==> src/rtl/frame_buf_pkg.sv <==
// rtl/frame_buf_pkg.sv - shared constants, FSM encoding and YCbCr unpacking for the frame buffer
package frame_buf_pkg;
  localparam int LOGSIZE    = 19;
  localparam int WIDTH      = 24;
  localparam int NPIXELS    = 307200;
  localparam int MAX_WR_RUN = 3;

  typedef enum logic [1:0] {
    IDLE    = 2'd0,
    CAPTURE = 2'd1,
    DONE    = 2'd2
  } state_t;

  typedef struct packed {
    logic [WIDTH-1:0] p1;
    logic [WIDTH-1:0] p0;
  } pix_pair_t;

  // Camera word {Cb, Y0, Cr, Y1} carries two pixels sharing one chroma pair
  function automatic pix_pair_t unpack_ycbcr(input logic [31:0] word);
    pix_pair_t pp;
    pp.p0 = {word[23:16], word[31:24], word[15:8]};
    pp.p1 = {word[7:0],   word[31:24], word[15:8]};
    return pp;
  endfunction
endpackage

==> src/rtl/vsync_sync.sv <==
// rtl/vsync_sync.sv - two-flop vsync synchronizer with rising-edge pulse
module vsync_sync (
  input  logic clk,
  input  logic reset,
  input  logic vsync,
  output logic rise
);
  logic s1, s2, s3;

  always_ff @(posedge clk or negedge reset) begin
    if (!reset) begin
      s1 <= 1'b0;
      s2 <= 1'b0;
      s3 <= 1'b0;
    end else begin
      s1 <= vsync;
      s2 <= s1;
      s3 <= s2;
    end
  end

  assign rise = s2 & ~s3;
endmodule

==> src/rtl/frame_buf_arbiter.sv <==
// rtl/frame_buf_arbiter.sv - shares the frame-buffer BRAM between camera capture and pixel reader
module frame_buf_arbiter #(
  parameter int LOGSIZE    = frame_buf_pkg::LOGSIZE,
  parameter int WIDTH      = frame_buf_pkg::WIDTH,
  parameter int NPIXELS    = frame_buf_pkg::NPIXELS,
  parameter int MAX_WR_RUN = frame_buf_pkg::MAX_WR_RUN
) (
  input  logic               clk,
  input  logic               reset,
  input  logic               vsync,
  input  logic               cam_valid,
  input  logic [31:0]        cam_data,
  output logic               cam_ready,
  input  logic               rd_req,
  input  logic [LOGSIZE-1:0] rd_addr,
  output logic               rd_grant,
  output logic               rd_valid,
  output logic [WIDTH-1:0]   rd_data,
  output logic [LOGSIZE-1:0] bram_addr,
  output logic [WIDTH-1:0]   bram_din,
  output logic               bram_we,
  input  logic [WIDTH-1:0]   bram_dout,
  output logic               frame_done,
  output logic               overflow,
  output logic               frame_abort
);
  import frame_buf_pkg::*;

  localparam int RUN_W = $clog2(MAX_WR_RUN + 1);

  state_t             state, state_next;
  logic               rise;
  logic [LOGSIZE-1:0] wr_addr;
  logic [31:0]        word;
  logic               full, phase;
  logic [RUN_W-1:0]   run_cnt;
  logic               rd_p1;
  logic               wr_pend, wr_slot, last_slot;
  pix_pair_t          pix;

  vsync_sync u_vsync_sync (
    .clk   (clk),
    .reset (reset),
    .vsync (vsync),
    .rise  (rise)
  );

  // A vsync edge flushes the holding register, so it never competes for the slot
  assign wr_pend    = (state == CAPTURE) && full && !rise;
  assign rd_grant   = rd_req && (!wr_pend || run_cnt == RUN_W'(MAX_WR_RUN));
  assign wr_slot    = wr_pend && !rd_grant;
  assign last_slot  = wr_slot && (wr_addr == LOGSIZE'(NPIXELS - 1));
  assign pix        = unpack_ycbcr(word);
  assign cam_ready  = !full;
  assign frame_done = (state == DONE);
  assign rd_data    = rd_valid ? bram_dout : '0;

  always_comb begin
    state_next = state;
    case (state)
      IDLE:    if (rise) state_next = CAPTURE;
      CAPTURE: if (rise) state_next = CAPTURE;
               else if (last_slot) state_next = DONE;
      DONE:    if (rise) state_next = CAPTURE;
      default: state_next = IDLE;
    endcase
  end

  always_ff @(posedge clk or negedge reset) begin
    if (!reset) begin
      state       <= IDLE;
      wr_addr     <= '0;
      word        <= '0;
      full        <= 1'b0;
      phase       <= 1'b0;
      overflow    <= 1'b0;
      frame_abort <= 1'b0;
    end else begin
      state       <= state_next;
      frame_abort <= rise && (state == CAPTURE);
      if (rise) begin
        wr_addr  <= '0;
        phase    <= 1'b0;
        overflow <= 1'b0;
        full     <= cam_valid;
        if (cam_valid) word <= cam_data;
      end else if (state == CAPTURE) begin
        if (wr_slot) begin
          wr_addr <= wr_addr + 1'b1;
          phase   <= ~phase;
        end
        // The pixel-1 slot frees the register in time to take a word arriving alongside it
        if (last_slot) begin
          full <= 1'b0;
        end else if (cam_valid && (!full || (wr_slot && phase))) begin
          word  <= cam_data;
          full  <= 1'b1;
          phase <= 1'b0;
        end else if (cam_valid) begin
          overflow <= 1'b1;
        end else if (wr_slot && phase) begin
          full <= 1'b0;
        end
      end
    end
  end

  always_ff @(posedge clk or negedge reset) begin
    if (!reset) begin
      run_cnt   <= '0;
      bram_addr <= '0;
      bram_din  <= '0;
      bram_we   <= 1'b0;
      rd_p1     <= 1'b0;
      rd_valid  <= 1'b0;
    end else begin
      rd_p1    <= rd_grant;
      rd_valid <= rd_p1;
      if (!rd_req || rd_grant) run_cnt <= '0;
      else if (wr_slot) run_cnt <= run_cnt + 1'b1;
      bram_we <= wr_slot;
      if (wr_slot) begin
        bram_addr <= wr_addr;
        bram_din  <= phase ? pix.p1 : pix.p0;
      end else if (rd_grant) begin
        bram_addr <= rd_addr;
      end
    end
  end
endmodule

==> config.mk <==
export PLATFORM = sky130hd
export DESIGN_NAME = frame_buf_arbiter
export DESIGN_NICKNAME = d
export VERILOG_FILES = /design/src/rtl/frame_buf_pkg.sv /design/src/rtl/vsync_sync.sv /design/src/rtl/frame_buf_arbiter.sv
export SDC_FILE = /design/constraint.sdc
export NUM_CORES = 1
export LEC_CHECK = 0
export ABC_AREA = 1
export CAP_MARGIN = 20
export CELL_PAD_IN_SITES_DETAIL_PLACEMENT = 1
export CELL_PAD_IN_SITES_GLOBAL_PLACEMENT = 2
export CORE_MARGIN = 3
export CORE_UTILIZATION = 28
export DETAILED_ROUTE_END_ITERATION = 10
export PLACE_DENSITY_LB_ADDON = 0.1
export SLEW_MARGIN = 15
export SYNTH_ARGS = -nofsm -noshare
export SYNTH_HDL_FRONTEND = slang
export SYNTH_SLANG_ARGS = --single-unit
==> constraint.sdc <==
create_clock -name clk -period 7.5 [get_ports clk]
set_input_delay 1.5 -clock clk [delete_from_list [all_inputs] [get_ports clk]]
set_output_delay 1.5 -clock clk [all_outputs]
set_load 0.01 [all_outputs]
## After elaboration in Yosys (flattened, before gate mapping)

Index checks and enable logic that the tools add are counted.
Widths: inputs -> output; s select.

- Flip-flop bits (word level): 108
- Input port bits: 80
- Output and inout bits: 74

- Add/sub/neg operators: 2
- Eq/ne operators: 10
- Multiplexer cells: 34
- Bitwise gates (word level): 3
- Reduce and logical (&&, ||, !) cells: 30

Operators with widths:

| operator | number |
|---|---|
| $mux 32 | 5 |
| $mux 19 | 5 |
| $mux 24 | 2 |
| $add 19x1->19 const B | 1 |
| $eq 19x19->1 const B | 1 |
| $mux 1 | 16 |
| $reduce_bool 2->1 | 6 |
| $mux 2 | 5 |
| $logic_and 1x1->1 | 8 |
| $reduce_and 4->1 | 2 |
| $ne 2x2->1 const B | 3 |
| $logic_not 1->1 | 5 |
| $eq 2x2->1 const B | 2 |
| $ne 4x1->1 const B | 1 |
| $pmux 2 s2 | 1 |
| $reduce_and 2->1 | 2 |
| $reduce_bool 4->1 | 1 |
| $logic_or 1x1->1 | 3 |
| $ne 3x3->1 const B | 1 |
| $reduce_and 3->1 | 1 |
| $add 2x1->2 const B | 1 |
| $eq 2x1->1 const B | 1 |
| $logic_not 2->1 | 1 |
| $ne 2x1->1 const B | 1 |
| other kinds (3) | 4 |

## Depth between registers and ports, before layout

- Depth in word-level cells: 16
- Gate-level depth with buffers: 12
- Depth with buffers taken out: 10

## Hierarchy

Synthesis repeated with hierarchy kept, for this count alone.

- Cells, all modules: 630
- Area, all modules: 5073.6 µm²

By module, submodules not included:

| module | instances | cells an instance | area an instance (µm²) | sequential area each (µm²) |
|---|---|---|---|---|
| frame_buf_arbiter | 1 | 625 | 4988.5 | 2627.5 |
| vsync_sync | 1 | 5 | 85.1 | 75.1 |

## Worst setup path after synthesis

OpenSTA, ideal clock, no wires.

- Kind: in2out
- Start: input port rd_req
- End: output port rd_grant
- Arrival time: 1.782 ns
- Data required time: 6.000 ns
- Setup slack: 4.218 ns
- Stages: 2
- Buffers on the path: 0
- Cells stage by stage: inv_1 a21oi_1

- Word-level cells in the longest chain between the ends: 1

Ends and longest elaborated chain:

| element | line | source |
|---|---|---|
| start: declaration | frame_buf_arbiter.sv:14 | `input logic rd_req,` |
| $logic_and 1x1->1 | frame_buf_arbiter.sv:50 | `assign rd_grant = rd_req && (!wr_pend \|\| run_cnt == RUN_W'(MAX_WR_RUN));` |
| end: declaration | frame_buf_arbiter.sv:16 | `output logic rd_grant,` |

Every way passes these cells.

## Worst setup path after layout

- Start: input port rd_req
- End: register word[25]

- Word-level cells in the longest chain between the ends: 8
- Elaborated cells on any way between the ends: 10

Ends and longest elaborated chain:

| element | line | source |
|---|---|---|
| $logic_and 1x1->1 * | frame_buf_arbiter.sv:50 |  |
| $logic_not 1->1 * | frame_buf_arbiter.sv:51 | `assign wr_slot = wr_pend && !rd_grant;` |
| $logic_and 1x1->1 * | frame_buf_arbiter.sv:51 |  |
| $logic_and 1x1->1 | frame_buf_arbiter.sv:95 | `end else if (cam_valid && (!full \|\| (wr_slot && phase))) begin` |
| $logic_or 1x1->1 | frame_buf_arbiter.sv:95 |  |
| $logic_and 1x1->1 | frame_buf_arbiter.sv:95 |  |
| $reduce_bool 2->1 (no source line) | - |  |
| $reduce_and 4->1 (no source line) * | - |  |
| end signal: assignment | frame_buf_arbiter.sv:86 | `if (cam_valid) word <= cam_data;` |
| end signal: assignment | frame_buf_arbiter.sv:96 | `word <= cam_data;` |
| end: declaration | frame_buf_arbiter.sv:34 | `logic [31:0] word;` |

Mark *: on every way between the ends. The rest lies on a longest branch, timed or not.
A chain may end at the register's enable or synchronous reset.

==> out/results.txt <==
Critical Path RT: 7.73 ns
DRT antenna net count: 0
Crit-path cells: clkdlybuf4s50_1 > a21oi_4 > buf_4 > ha_1 > inv_1 > a31oi_4 > nand3_2 > nand2_1 > nand2_1
Count of final setup violators: 0
Tmin final: 5.25 ns
Post-Place Setup Slack: 1.82 ns
Root buffer cell: clkbuf_16
Die span in x: 140 um
Most used flip-flop cell after synthesis: dfrtp_1
Commonest non-fill, non-tap cell in the layout: nand2_1
Die Ht: 140 um
# port buffers: 153
Crit Path Max Fanout: 43
WS Path Type: in -> reg
CP Launch Point: rd_req
CP peak stage delay: 0.88 ns
Synthesized netlist cell count: 627
Most used cell, CP: nand2_1
Leading cell types in the layout, fill and taps excluded: nand2_1 (218), clkdlybuf4s50_1 (152), dfrtp_1 (108), inv_1 (67), nand4_1 (44)
FF-to-FF setup slack: 3.05 ns
VDD IR max: 147 uV
Slowest cell on the critical path: clkdlybuf4s50_1
Post-route insts no fill: 994
Drt via density: 4.80
Gr ovfl total: 0
Max-cap violations: 0
Antenna Cells: 0
First-pass GRT wire length: 26700 um
Post-layout util: 40.8%
GPL Wtd Cong: 0.783
Area contributors post-synth: dfrtp_1 (53%), nand2_1 (16%), nand4_1 (5.4%)
TritonCTS clock tree: done
Status: complete, no violations
Hold WS: 0.351 ns
Leakage: 3.37 nW
Vias in the first global route: 5052
Initial DRC count: 201
Synth Register Bits: 108
Layout cells sized above 1: 4.16%
Final wirelength: 16000 um
Post-synth EDFFs: 0
Final hold viol count: 0
Hpwl dp: 11300 um
Crit end category: flip-flop
Worst R2R Path Depth: 10
Hold-fix buffers, CTS: 0
Clock Path Buffers: 2
Synth top area share: 53.5%
Post-cts gate resize count: 0
FMAX: 190 MHz
Synth async-reset ratio: 100%
Clock-pin slew on the worst setup and hold paths: 0.07 ns
CTS Buf Count: 9
Synth cell types: 26
# Post-CTS Setup Buffers: 0
Worst-Margin Slew: 0.985 ns
Number of nets in the layout: 847
Final Cycle Share: 70.1%
PD cells: 303 mW/mm^2
Slew HR: 34.4%
All-Layer GR Usage: 16.5%
I/O pins: 154
Setup crit end: word[25]
R2R Path Start: u_vsync_sync.s2
Unrepaired setup endpoints after global routing: false
Num Clock Sinks: 108
Post-Place Cells: 976
Clock Skew: 0.00724 ns
Die area: 0.0197 mm^2
Latest clock arrival within the worst-skew pair: 0.35 ns
CP arrival: 5.48 ns
Synthesized Nets: 710
Row count: 48
H-tree depth: 3
Area leader, netlist: dfrtp_1
Setup TNS: 0 ns
Syn. warnings: 0
Area growth, synth to finish: 41.1%
Antenna violations before repair: 0
Vias: 4769
Drt drc: 0
HP Class: reg -> reg
Syn avg cell area: 8.06 um^2
Worst setup margin: 2.25 ns
Largest net degree at the start of global routing: 80
Mean routed wirelength per cell: 16.1 um
Drt first pass iters: 4
CORE AREA: 0.0175 mm^2
Reg-to-reg endpoint: word[25]
Register area share after synthesis: 53.5%
Mapped Area: 0.00505 mm^2
Initial Util: 28.9%
Max-slew violations: 0
Startpoint Class: input pin
[layout make-up]
| class | instances | area (um^2) |
|---|---|---|
| inverter | 69 | 259 |
| clock buffer | 11 | 243 |
| multi-input combinational | 417 | 1960 |
| sequential | 108 | 2700 |
| tap | 225 | 282 |
| timing repair buffer | 159 | 1610 |
| clock inverter | 5 | 75.1 |
| fill | 2089 | 10300 |
[through the flow]
stage,cell area [um^2],power [mW]
CTS,7080,2.18
global placement,6760,1.63
finish,7130,2.16
global route,7130,2.33
detailed placement,6760,1.66
floorplan,5050,1.25
[sequential cells by signal, indices dropped and copies added (netlist names), 2 cells and up]
| register | count |
|---|---|
| wr_addr | 19 |
| bram_addr | 19 |
| state | 2 |
| word | 32 |
| bram_din | 24 |
| run_cnt | 2 |
[per-layer routing]
layer / GRT usage, % / vias to the layer above / wire length [um]
li1: - / 2304 / -
met1: 21.9 / 2351 / 7240
met2: 28.0 / 105 / 7880
met3: 3.79 / 9 / 789
met4: 3.01 / 0 / 115
met5: 0 / - / 0
[power by group]
part / internal, mW / total (mW) / leakage (nW) / switching, mW
sequential: 0.762 / 0.886 / 1.38 / 0.124
combinational: 0.362 / 0.755 / 1.83 / 0.393
clock: 0.301 / 0.517 / 0.159 / 0.217
[critical path: cells and delay by family]
family / cells / cell delay [ns]
AO/OA/AOI/OAI: 2 / 1.10
adder cells (fa/ha/maj): 1 / 0.29
buffers and inverters: 3 / 1.41
AND/OR/NAND/NOR: 3 / 1.13
[cells by family after synthesis]
logic type	after synthesis	synth area share [%]
DFF	108	53.5
buffers and inverters	102	8.22
and+or+nand+nor	350	30.0
adders and majority gates	3	0.743
AOI/OAI and AO/OA	64	7.58
[worst min-delay path by stage]
stage                               start               to  slack, ns  cells past startpoint
after global routing      u_vsync_sync.s1  u_vsync_sync.s2       0.37                      0
after global placement              rd_p1         rd_valid       0.33                      0
after detailed placement  u_vsync_sync.s1  u_vsync_sync.s2       0.35                      0
final                               rd_p1         rd_valid       0.35                      0
after floorplan                     rd_p1         rd_valid       0.33                      0
after CTS                 u_vsync_sync.s1  u_vsync_sync.s2       0.36                      0
[Yosys cell counts (2+ instances only)]
cell,instances
nor3_1,9
inv_1,67
a21oi_1,13
a31oi_1,2
nand2_1,218
nor2_1,31
inv_2,2
o21ai_0,29
ha_1,3
nand3_1,41
buf_2,8
nand3_2,3
dfrtp_1,108
buf_6,3
nand4_1,44
o211ai_1,16
clkbuf_1,21
Note: power is estimated with default switching activity, not from simulation.
